[config.mk]
export PLATFORM = sky130hd
export DESIGN_NAME = id_ex_reg_flat
export DESIGN_NICKNAME = d
export VERILOG_FILES = /design/src/rtl/id_ex_reg_if.sv /design/src/rtl/id_ex_reg.sv /design/src/flat_wrapper.sv
export SDC_FILE = /design/constraint.sdc
export NUM_CORES = 1
export LEC_CHECK = 0
export ABC_AREA = 0
export CAP_MARGIN = 20
export CORE_ASPECT_RATIO = 0.8
export CORE_UTILIZATION = 35
export CTS_CLUSTER_DIAMETER = 30
export DETAILED_ROUTE_END_ITERATION = 7
export HOLD_SLACK_MARGIN = 0.08
export MAX_ROUTING_LAYER = met4
export PLACE_DENSITY = 0.83
export SLEW_MARGIN = 20
export SYNTH_ARGS = -nofsm -noshare
export SYNTH_HDL_FRONTEND = slang
export SYNTH_SLANG_ARGS = --single-unit
[constraint.sdc]
create_clock -name clk -period 6.2 [get_ports clk]
set_input_delay 1.86 -clock clk [delete_from_list [all_inputs] [get_ports clk]]
set_output_delay 1.86 -clock clk [all_outputs]
set_load 0.005 [all_outputs]
[src/rtl/id_ex_reg_if.sv]
// ---------------------------------------------------------------------------
// id_ex_reg_if
// Bundle of signals between the decode stage / hazard unit and the ID/EX
// pipeline register, plus the registered EX-stage copies it produces.
//
// Parameters
//   XLEN   width of PC, operand and immediate fields
//   CNT_W  width of the bubble counter
//
// Signal groups
//   stall, flush                      hazard-unit requests
//   id_*                              decode-stage instruction fields
//   ex_*                              registered EX-stage copies
//   bubble_cnt                        number of bubbles presented to EX
//
// Modports
//   master  driven by decode / hazard logic, observes EX copies
//   slave   the ID/EX register itself
// ---------------------------------------------------------------------------
interface id_ex_reg_if #(
   parameter int XLEN  = 32,
   parameter int CNT_W = 16
);

   // Hazard-unit requests
   logic             stall;
   logic             flush;

   // Decode-stage fields
   logic             id_valid;
   logic [XLEN-1:0]  id_pc;
   logic [XLEN-1:0]  id_rs1_data;
   logic [XLEN-1:0]  id_rs2_data;
   logic [XLEN-1:0]  id_imm;
   logic [4:0]       id_rs1;
   logic [4:0]       id_rs2;
   logic [4:0]       id_rd;
   logic [1:0]       id_alu_op;
   logic [3:0]       id_alu_funct;
   logic             id_alu_src;
   logic             id_reg_write;
   logic             id_mem_read;
   logic             id_mem_write;
   logic             id_mem_to_reg;
   logic             id_branch;

   // Registered EX-stage copies
   logic             ex_valid;
   logic [XLEN-1:0]  ex_pc;
   logic [XLEN-1:0]  ex_rs1_data;
   logic [XLEN-1:0]  ex_rs2_data;
   logic [XLEN-1:0]  ex_imm;
   logic [4:0]       ex_rs1;
   logic [4:0]       ex_rs2;
   logic [4:0]       ex_rd;
   logic [1:0]       ex_alu_op;
   logic [3:0]       ex_alu_funct;
   logic             ex_alu_src;
   logic             ex_reg_write;
   logic             ex_mem_read;
   logic             ex_mem_write;
   logic             ex_mem_to_reg;
   logic             ex_branch;

   logic [CNT_W-1:0] bubble_cnt;

   modport master (
      output stall, flush,
      output id_valid, id_pc, id_rs1_data, id_rs2_data, id_imm,
      output id_rs1, id_rs2, id_rd, id_alu_op, id_alu_funct,
      output id_alu_src, id_reg_write, id_mem_read, id_mem_write,
      output id_mem_to_reg, id_branch,
      input  ex_valid, ex_pc, ex_rs1_data, ex_rs2_data, ex_imm,
      input  ex_rs1, ex_rs2, ex_rd, ex_alu_op, ex_alu_funct,
      input  ex_alu_src, ex_reg_write, ex_mem_read, ex_mem_write,
      input  ex_mem_to_reg, ex_branch,
      input  bubble_cnt
   );

   modport slave (
      input  stall, flush,
      input  id_valid, id_pc, id_rs1_data, id_rs2_data, id_imm,
      input  id_rs1, id_rs2, id_rd, id_alu_op, id_alu_funct,
      input  id_alu_src, id_reg_write, id_mem_read, id_mem_write,
      input  id_mem_to_reg, id_branch,
      output ex_valid, ex_pc, ex_rs1_data, ex_rs2_data, ex_imm,
      output ex_rs1, ex_rs2, ex_rd, ex_alu_op, ex_alu_funct,
      output ex_alu_src, ex_reg_write, ex_mem_read, ex_mem_write,
      output ex_mem_to_reg, ex_branch,
      output bubble_cnt
   );

endinterface

[src/rtl/id_ex_reg.sv]
// ---------------------------------------------------------------------------
// id_ex_reg
// ID/EX pipeline register with stall, flush and bubble accounting.
//
// Parameters
//   XLEN   width of PC, operand and immediate fields
//   CNT_W  width of the saturating bubble counter
//
// Ports
//   clk    pipeline clock, all updates on the rising edge
//   rst    asynchronous active-high reset
//   bus    id_ex_reg_if.slave: stall/flush, id_* inputs, ex_* and
//          bubble_cnt outputs (all outputs come straight from flops)
//
// Update priority per edge: rst > flush > stall > load.
// ---------------------------------------------------------------------------
module id_ex_reg #(
   parameter int XLEN  = 32,
   parameter int CNT_W = 16
) (
   input  logic        clk,
   input  logic        rst,
   id_ex_reg_if.slave  bus
);

   // Every bubble value is zero, so an all-zero stage is the NOP.
   typedef struct packed {
      logic            valid;
      logic [XLEN-1:0] pc;
      logic [XLEN-1:0] rs1_data;
      logic [XLEN-1:0] rs2_data;
      logic [XLEN-1:0] imm;
      logic [4:0]      rs1;
      logic [4:0]      rs2;
      logic [4:0]      rd;
      logic [1:0]      alu_op;
      logic [3:0]      alu_funct;
      logic            alu_src;
      logic            reg_write;
      logic            mem_read;
      logic            mem_write;
      logic            mem_to_reg;
      logic            branch;
   } stage_t;

   stage_t           stage_q;
   stage_t           stage_d;
   stage_t           load_d;
   logic [3:0]       norm_funct;
   logic             cnt_inc;
   logic [CNT_W-1:0] cnt_q;
   logic [CNT_W-1:0] cnt_d;

   // Funct normalisation: for an immediate-form funct-decoded op, bit 30 of
   // the instruction is part of the immediate, so it must not turn ADDI etc.
   // into SUB. SRAI (funct3 = 101) genuinely uses bit 30 and keeps it.
   always_comb begin
      norm_funct = bus.id_alu_funct;
      if (bus.id_alu_op[1] && bus.id_alu_src && (bus.id_alu_funct[2:0] != 3'b101)) begin
         norm_funct[3] = 1'b0;
      end
   end

   // Value the stage takes on a normal load. Data and index fields always
   // follow decode; control fields (including rd) only when id_valid is set,
   // so an invalid slot reaches EX as a harmless bubble.
   always_comb begin
      load_d          = '0;
      load_d.pc       = bus.id_pc;
      load_d.rs1_data = bus.id_rs1_data;
      load_d.rs2_data = bus.id_rs2_data;
      load_d.imm      = bus.id_imm;
      load_d.rs1      = bus.id_rs1;
      load_d.rs2      = bus.id_rs2;
      if (bus.id_valid) begin
         load_d.valid      = 1'b1;
         load_d.rd         = bus.id_rd;
         load_d.alu_op     = bus.id_alu_op;
         load_d.alu_funct  = norm_funct;
         load_d.alu_src    = bus.id_alu_src;
         load_d.reg_write  = bus.id_reg_write;
         load_d.mem_read   = bus.id_mem_read;
         load_d.mem_write  = bus.id_mem_write;
         load_d.mem_to_reg = bus.id_mem_to_reg;
         load_d.branch     = bus.id_branch;
      end
   end

   // Next-state selection. A bubble is counted when flush inserts one or when
   // an invalid slot is loaded; a held stall keeps the old contents and does
   // not count again.
   always_comb begin
      stage_d = stage_q;
      cnt_inc = 1'b0;
      if (bus.flush) begin
         stage_d = '0;
         cnt_inc = 1'b1;
      end else if (!bus.stall) begin
         stage_d = load_d;
         cnt_inc = !bus.id_valid;
      end
   end

   // Saturating bubble counter: it sticks at all-ones instead of wrapping.
   always_comb begin
      cnt_d = cnt_q;
      if (cnt_inc && (cnt_q != {CNT_W{1'b1}})) begin
         cnt_d = cnt_q + CNT_W'(1);
      end
   end

   // State registers. Reset forces the bubble immediately, without a clock.
   always_ff @(posedge clk or posedge rst) begin
      if (rst) begin
         stage_q <= '0;
         cnt_q   <= '0;
      end else begin
         stage_q <= stage_d;
         cnt_q   <= cnt_d;
      end
   end

   assign bus.ex_valid      = stage_q.valid;
   assign bus.ex_pc         = stage_q.pc;
   assign bus.ex_rs1_data   = stage_q.rs1_data;
   assign bus.ex_rs2_data   = stage_q.rs2_data;
   assign bus.ex_imm        = stage_q.imm;
   assign bus.ex_rs1        = stage_q.rs1;
   assign bus.ex_rs2        = stage_q.rs2;
   assign bus.ex_rd         = stage_q.rd;
   assign bus.ex_alu_op     = stage_q.alu_op;
   assign bus.ex_alu_funct  = stage_q.alu_funct;
   assign bus.ex_alu_src    = stage_q.alu_src;
   assign bus.ex_reg_write  = stage_q.reg_write;
   assign bus.ex_mem_read   = stage_q.mem_read;
   assign bus.ex_mem_write  = stage_q.mem_write;
   assign bus.ex_mem_to_reg = stage_q.mem_to_reg;
   assign bus.ex_branch     = stage_q.branch;
   assign bus.bubble_cnt    = cnt_q;

endmodule
[src/flat_wrapper.sv]
// flat-port wrapper written by rule: the top's interface ports become plain ports
module id_ex_reg_flat 
#(
   parameter int XLEN  = 32,
   parameter int CNT_W = 16
)
  (clk, rst, bus_stall, bus_flush, bus_id_valid, bus_id_pc, bus_id_rs1_data, bus_id_rs2_data, bus_id_imm, bus_id_rs1, bus_id_rs2, bus_id_rd, bus_id_alu_op, bus_id_alu_funct, bus_id_alu_src, bus_id_reg_write, bus_id_mem_read, bus_id_mem_write, bus_id_mem_to_reg, bus_id_branch, bus_ex_valid, bus_ex_pc, bus_ex_rs1_data, bus_ex_rs2_data, bus_ex_imm, bus_ex_rs1, bus_ex_rs2, bus_ex_rd, bus_ex_alu_op, bus_ex_alu_funct, bus_ex_alu_src, bus_ex_reg_write, bus_ex_mem_read, bus_ex_mem_write, bus_ex_mem_to_reg, bus_ex_branch, bus_bubble_cnt);
  id_ex_reg_if #(.XLEN(XLEN), .CNT_W(CNT_W)) bus_i ();
  input  logic clk;
  input  logic rst;
  input wire logic [$bits(bus_i.stall)-1:0] bus_stall;
  input wire logic [$bits(bus_i.flush)-1:0] bus_flush;
  input wire logic [$bits(bus_i.id_valid)-1:0] bus_id_valid;
  input wire logic [$bits(bus_i.id_pc)-1:0] bus_id_pc;
  input wire logic [$bits(bus_i.id_rs1_data)-1:0] bus_id_rs1_data;
  input wire logic [$bits(bus_i.id_rs2_data)-1:0] bus_id_rs2_data;
  input wire logic [$bits(bus_i.id_imm)-1:0] bus_id_imm;
  input wire logic [$bits(bus_i.id_rs1)-1:0] bus_id_rs1;
  input wire logic [$bits(bus_i.id_rs2)-1:0] bus_id_rs2;
  input wire logic [$bits(bus_i.id_rd)-1:0] bus_id_rd;
  input wire logic [$bits(bus_i.id_alu_op)-1:0] bus_id_alu_op;
  input wire logic [$bits(bus_i.id_alu_funct)-1:0] bus_id_alu_funct;
  input wire logic [$bits(bus_i.id_alu_src)-1:0] bus_id_alu_src;
  input wire logic [$bits(bus_i.id_reg_write)-1:0] bus_id_reg_write;
  input wire logic [$bits(bus_i.id_mem_read)-1:0] bus_id_mem_read;
  input wire logic [$bits(bus_i.id_mem_write)-1:0] bus_id_mem_write;
  input wire logic [$bits(bus_i.id_mem_to_reg)-1:0] bus_id_mem_to_reg;
  input wire logic [$bits(bus_i.id_branch)-1:0] bus_id_branch;
  output wire logic [$bits(bus_i.ex_valid)-1:0] bus_ex_valid;
  output wire logic [$bits(bus_i.ex_pc)-1:0] bus_ex_pc;
  output wire logic [$bits(bus_i.ex_rs1_data)-1:0] bus_ex_rs1_data;
  output wire logic [$bits(bus_i.ex_rs2_data)-1:0] bus_ex_rs2_data;
  output wire logic [$bits(bus_i.ex_imm)-1:0] bus_ex_imm;
  output wire logic [$bits(bus_i.ex_rs1)-1:0] bus_ex_rs1;
  output wire logic [$bits(bus_i.ex_rs2)-1:0] bus_ex_rs2;
  output wire logic [$bits(bus_i.ex_rd)-1:0] bus_ex_rd;
  output wire logic [$bits(bus_i.ex_alu_op)-1:0] bus_ex_alu_op;
  output wire logic [$bits(bus_i.ex_alu_funct)-1:0] bus_ex_alu_funct;
  output wire logic [$bits(bus_i.ex_alu_src)-1:0] bus_ex_alu_src;
  output wire logic [$bits(bus_i.ex_reg_write)-1:0] bus_ex_reg_write;
  output wire logic [$bits(bus_i.ex_mem_read)-1:0] bus_ex_mem_read;
  output wire logic [$bits(bus_i.ex_mem_write)-1:0] bus_ex_mem_write;
  output wire logic [$bits(bus_i.ex_mem_to_reg)-1:0] bus_ex_mem_to_reg;
  output wire logic [$bits(bus_i.ex_branch)-1:0] bus_ex_branch;
  output wire logic [$bits(bus_i.bubble_cnt)-1:0] bus_bubble_cnt;
  assign bus_i.stall = bus_stall;
  assign bus_i.flush = bus_flush;
  assign bus_i.id_valid = bus_id_valid;
  assign bus_i.id_pc = bus_id_pc;
  assign bus_i.id_rs1_data = bus_id_rs1_data;
  assign bus_i.id_rs2_data = bus_id_rs2_data;
  assign bus_i.id_imm = bus_id_imm;
  assign bus_i.id_rs1 = bus_id_rs1;
  assign bus_i.id_rs2 = bus_id_rs2;
  assign bus_i.id_rd = bus_id_rd;
  assign bus_i.id_alu_op = bus_id_alu_op;
  assign bus_i.id_alu_funct = bus_id_alu_funct;
  assign bus_i.id_alu_src = bus_id_alu_src;
  assign bus_i.id_reg_write = bus_id_reg_write;
  assign bus_i.id_mem_read = bus_id_mem_read;
  assign bus_i.id_mem_write = bus_id_mem_write;
  assign bus_i.id_mem_to_reg = bus_id_mem_to_reg;
  assign bus_i.id_branch = bus_id_branch;
  assign bus_ex_valid = bus_i.ex_valid;
  assign bus_ex_pc = bus_i.ex_pc;
  assign bus_ex_rs1_data = bus_i.ex_rs1_data;
  assign bus_ex_rs2_data = bus_i.ex_rs2_data;
  assign bus_ex_imm = bus_i.ex_imm;
  assign bus_ex_rs1 = bus_i.ex_rs1;
  assign bus_ex_rs2 = bus_i.ex_rs2;
  assign bus_ex_rd = bus_i.ex_rd;
  assign bus_ex_alu_op = bus_i.ex_alu_op;
  assign bus_ex_alu_funct = bus_i.ex_alu_funct;
  assign bus_ex_alu_src = bus_i.ex_alu_src;
  assign bus_ex_reg_write = bus_i.ex_reg_write;
  assign bus_ex_mem_read = bus_i.ex_mem_read;
  assign bus_ex_mem_write = bus_i.ex_mem_write;
  assign bus_ex_mem_to_reg = bus_i.ex_mem_to_reg;
  assign bus_ex_branch = bus_i.ex_branch;
  assign bus_bubble_cnt = bus_i.bubble_cnt;
  id_ex_reg #(.XLEN(XLEN), .CNT_W(CNT_W)) u_core (.clk(clk), .rst(rst), .bus(bus_i));
endmodule
==> results.cfg <==
[layout]
layout-drive-gt1-share_pct = 5.68
area_delta_synth_final_pct = 58.2
fin_nets = 1046
mostFrequentLayoutCell = clkdlybuf4s50_1
final_cell_mix = clkdlybuf4s50_1 (329), dfrtp_1 (172), nor2_1 (144)
antenna_cells = 0
design_area_um2 = 11100

[yosys]
synth_fp_nets = 728
yosysSeqAreaShare_pct = 61.3
synth_top_area_share_pct = 61.3
syn-cell-area_um2 = 7030
synth_area_leaders = dfrtp_1 (61%), mux2i_1 (20%), nor2_1 (7.7%)
yosys_warnings = 0
ys_types = 42
synthCells = 567
synthAdderAreaFrac_pct = 0.178
async_flop_share_pct = 100
synth-simple-area-share_pct = 11.4
synth_edf_count = 0
synth_area_leader_cell = dfrtp_1
synth-xor-area-share_pct = 0.997
ys_seq_elements = 172
synth_top_family_by_area = multiplexers
ys.flop_type = dfrtp_1
syn_avg_cell_area_um2 = 12.4
muxShareOfSynthArea_pct = 20.3
synth_compound_area_share_pct = 3.44

[worst_setup_path]
worstPathArrival_ns = 3.90
required_ns = 6.46
r2r_slack_ns = 4.17
end_kind = register
crit_fanout = 82
crit_type = primary input to register
worstSetupStartpointType = primary input

[power_and_ir_drop]
seqPwrFrac_pct = 45.6
swShare_pct = 26.9
power.share.clock_pct = 36.8
p_int_mw = 2.04
comb_power_share_pct = 17.6
p_total_mw = 2.80
ir_drop_mv = 0.152
power.leakage_nw = 5.15
power_density_nw_per_um2 = 252
power.switching_mw = 0.752

[timing]
fin_crit_sh_pct = 58.8
hold_ws_ns = 0.484
setup_viol = 0
tightest_slew_ns = 1.08
max_slew_margin_pct = 28.3
rsz0062_at_grt = no
finalMaxSlewViolations = 0
period_minus_slack_ns = 3.65
fin_skew_ns = 0.00851
fmax_ghz = 0.274
final.setup.tns_ns = 0
final_hold_viol_count = 0

[global_route]
grt-busiest-layer = met2
grt-ovfl-total = 0
met3_usage_pct = 5.67
grt_pass1_vias = 5715
grt_max_degree = 173
met2_usage_pct = 31.9
use_met1_pct = 22.6
grt_pass1_wl_um = 29900
grt.total_usage_pct = 19.1
antenna_found_initial = 0

[placed_design]
dp_hpwl_um = 13100
port_buffers = 331
place_area_um2 = 10500
place.gp.congestion = 0.812

[detailed_routing]
wire_per_inst_um = 16.3
dr.pass1.iters = 4
drtIter0Drc = 338
drcViolationCount = 0
ant_nets = 0
viasPerCell = 4.76
vias = 5507
routed_wirelength_um = 18900

[cts]
cts_hold_buf = 0
cts_buffers = 17
clk-insertion-delay-late_ns = 0.42
cts_tree = built
post_cts_buffers = 0
cts_sinks = 172
clockRootBuffer = clkbuf_16
clk_path_buf_depth = 2
path_clk_slew_ns = 0.07
htree_levels = 4
cts.repair.resized = 0

[die]
rows = 45
io-pin-count = 332
dieHeight_um = 129
die_x_um = 160
core_area_um2 = 19300
die-area_um2 = 20600
start_util_pct = 36.4

[status]
run_status = completed

[run]
cap_violations = 0

[hold_path]
hold_class = register to register
## per-layer routing
| layer | share of wire, % | vias to the layer above | wire length [µm] |
|---|---|---|---|
| li1 | - | 2575 | - |
| met1 | 43 | 2685 | 8090 |
| met2 | 49 | 226 | 9210 |
| met3 | 6.9 | 21 | 1310 |
| met4 | 1.3 | 0 | 240 |
| met5 | 0 | - | 0 |
## synth_stat cells (2+ instances only)
cell and n:
and3_1 2, nor4_4 2, a22o_1 16, nand3_1 7, mux2_1 2, dfrtp_1 172, a31oi_1 2, nand4_1 5
nor3_1 2, nand2_1 7, mux2i_1 138, mux2_2 2, xnor2_1 4, buf_2 14, xor2_1 4, clkbuf_1 19
nor2_1 144
## worst max-delay path, cell delays in order
cell,delay [ns]
buf_6,0.71
buf_4,0.92
mux2i_1,0.31
nor2_1,0.06
## cell type report
| cell class | instances | area, µm² |
|---|---|---|
| multi-input combinational | 359 | 2560 |
| clock inverter | 15 | 149 |
| clock buffer | 17 | 425 |
| sequential | 172 | 4300 |
| timing repair buffer | 334 | 3350 |
| inverter | 1 | 7.51 |
| fill | 1603 | 8200 |
| tap | 258 | 323 |
## worst paths after layout
check	startpoint	depth (start not counted)	endpoint
min reg2reg	u_core.bus.ex_valid$_DFFE_PP0P_	1	u_core.bus.ex_valid$_DFFE_PP0P_
max	bus_stall	4	u_core.bus.ex_rs1_data[10]$_DFFE_PP0P_
min in group asynchronous	rst	3	u_core.bus.ex_rs1_data[24]$_DFFE_PP0P_
max reg2reg	u_core.bus.bubble_cnt[0]$_DFFE_PP0P_	5	u_core.bus.bubble_cnt[1]$_DFFE_PP0P_
max in group asynchronous	rst	3	u_core.bus.ex_imm[17]$_DFFE_PP0P_
min	u_core.bus.ex_valid$_DFFE_PP0P_	1	u_core.bus.ex_valid$_DFFE_PP0P_
## power groups by stage
stage / Sequential [mW] / Combinational [mW] / Clock, mW
4_1_cts: 1.28 / 0.499 / 1.06
3_5_place_dp: 1.30 / 0.497 / 0
5_1_grt: 1.29 / 0.534 / 1.11
6_report: 1.28 / 0.491 / 1.03
3_3_place_gp: 1.29 / 0.489 / 0
2_1_floorplan: 1.29 / 0.183 / 0
## kinds of logic after synthesis
| logic type | count (synthesis) |
|---|---|
| fa+ha+maj | 1 |
| simple gates | 180 |
| xor+xnor | 8 |
| compound gates | 28 |
| mux | 142 |
| flops | 172 |
| buf+inv | 36 |
## through the flow
step	utilization (%)	instances	setup WS [ns]
floorplan	-	567	2.14
global placement	54.5	1124	2.13
detailed placement	54.6	1124	2.09
CTS	57.5	1156	2.54
global route	57.6	1156	2.41
finish	57.6	1156	2.55
Note: power is estimated with default switching activity, not from simulation.
==> RTL change (config.mk and constraints unchanged) <==
Make the reset (`rst`) synchronous in one clocked block. Comments in the files are not updated.
--- a/src/rtl/id_ex_reg.sv
+++ b/src/rtl/id_ex_reg.sv
@@ -110,7 +110,7 @@
    end
 
    // State registers. Reset forces the bubble immediately, without a clock.
-   always_ff @(posedge clk or posedge rst) begin
+   always_ff @(posedge clk) begin
       if (rst) begin
          stage_q <= '0;
          cnt_q   <= '0;
Check against the original RTL: differs if rst is asserted again (counterexample within 4 cycles, from zero or initial values and one cycle with rst high); with rst held inactive, the same outputs for 4 cycles.
==> RTL change against the unedited design <==
Wire length fell by 7.2%. Die area is 11% lower. Clock power increased by 9%. Setup slack got worse by 0.23 ns. Highest routed layer unchanged. Synthesized area fell by 11%. Combinational power shrank 39%. Count of clock-buffer cells in the layout up 1. Total power down 8.0%. Design area decreased by 7.2%. Sequential share of layout area fell by 5.3 points. Largest cell class unchanged. Critical endpoint is now u_core.bus.ex_rs2_data[20]. First-iteration DRC count fell by 51%. Sequential cell count stayed put.
==> RTL change: results (changes against the unedited design) <==
run_status: "finished, final reports clean"
rrSetupSlack_ns: 4.05  # -0.12 ns
ys_warn_count: 0  # unchanged
ys_top_cells_by_area: "dfxtp_1 55%, mux2i_1 22%, nor2_1 9.7%, a22oi_1 1.9%, clkbuf_1 1.4%"
synthFlopType: "dfxtp_1"
synth-seq-area-share: 0.5534  # -0.05926
cpMaxStageDelayCell: "clkdlybuf4s50_1"
postPlaceCellArea_sq_um: 9697  # -8.0%
drtIter0Drc: 167  # -51%
firstDrtPassIters: 4  # unchanged
finClkSkew_ns: 0.007882  # -0.0006327 ns
fin_area_sq_um: 10320  # -7.2%
synth_adder_area_share: 0.002011  # +0.0002299
cts-resized-gates: 0  # unchanged
ir_drop_v: 0.0001793  # +18%
diodes: 0  # unchanged
grt_pass1_vias: 5250  # -8.1%
synthesis.nets: 770  # +5.8%
clk_latency_ns: 0.42  # about the same
hold_path_class: "reg -> reg"
place_congestion: 0.8072  # -0.57%
synth_commonest_cells: "172 x dfxtp_1, 161 x nor2_1, 138 x mux2i_1"
pre_cts_ws_ns: 1.879  # -0.2098 ns
layout-drive-gt1-share: 0.04394  # -0.01285
cts-root-buf: "clkbuf_16"
slew_headroom: 0.2720  # -0.01103
track_usage: 0.1940  # +0.003062
ant_nets: 0  # unchanged
synth_mux_area_frac: 0.2274  # +0.02440
antenna_found_initial: 0  # unchanged
htreeDepth: 4  # unchanged
numPortBuffers: 331  # unchanged
arrival_ns: 4.17  # +0.27 ns
layout.nets: 1081  # +3.3%
grt_start_max_net_pins: 97  # -44%
via_per_inst: 4.681  # -1.7%
cts_made_buffers: 17  # unchanged
avgSynthCellArea_sq_um: 10.22  # -18%
p_leak_nw: 4.087  # -21%
wl_microns: 17500  # -7.2%
path_clk_slew_ns: 0.06
clockBufferDepth: 2  # unchanged
synthXorXnorAreaFrac: 0  # -0.009973
fin_hold_ws_ns: 0.4934  # +0.009530 ns
async_flop_share: 0  # -1.000
num_vias: 5421  # -1.6%
post_cts_buffers: 0  # unchanged
yosysUniqueCellTypes: 33  # -21%
max_stage_delay_ns: 0.93
fmax_mhz: 257.9  # -6.0%
synth_compound_area_frac: 0.05047  # +0.01610
cp_max_fo: 87  # +6.1%
grt_pass1_wl_microns: 26530  # -11%
dp_hpwl_microns: 12410  # -5.4%
RTL change: cell type report:
type                       instances  area (sq um)
tap                              225         281.5
clock buffer                      18         439.2
multi-input combinational        392          2609
fill                            1473          7061
sequential                       172          3443
inverter                           3         11.26
timing repair buffer             334          3352
clock inverter                    14         181.4
RTL change: critical path: cells and delay by family:
| kind | cells | cell delay, ns |
|---|---|---|
| buffers and inverters | 2 | 1.31 |
| and+or+nand+nor | 2 | 0.87 |
RTL change: kinds of logic (layout without fill, tap and decap cells):
logic type | after synthesis | in the layout
DFF | 172 | 172
adders and majority gates | 1 | 1
and+or+nand+nor | 203 | 203
muxes | 141 | 141
AOI/OAI and AO/OA | 47 | 47
buffers and inverters | 45 | 369
RTL change: routing by layer:
| metal | part of all wire | global-route usage | wire length [microns] |
|---|---|---|---|
| met1 | 0.42 | 0.2212 | 7416 |
| met2 | 0.47 | 0.3154 | 8272 |
| met3 | 0.083 | 0.06617 | 1461 |
| met5 | 0 | - | 0 |
| met4 | 0.020 | 0.07000 | 350 |
RTL change: path summary, 6_finish.rpt:
kind | to | cells past startpoint | start
worst min-delay path | u_core.bus.ex_imm[21] | 2 | u_core.bus.ex_imm[21]
worst max register to register | u_core.bus.bubble_cnt[15] | 4 | u_core.bus.bubble_cnt[2]
worst max-delay path | u_core.bus.ex_rs2_data[20] | 4 | rst
worst min register to register | u_core.bus.ex_imm[21] | 2 | u_core.bus.ex_imm[21]
RTL change: power breakdown:
group          leakage, nW  internal [W]  switching, W
registers             1.40       0.00114     0.0000188
logic                 2.39      0.000193      0.000105
clock network        0.301      0.000654      0.000465
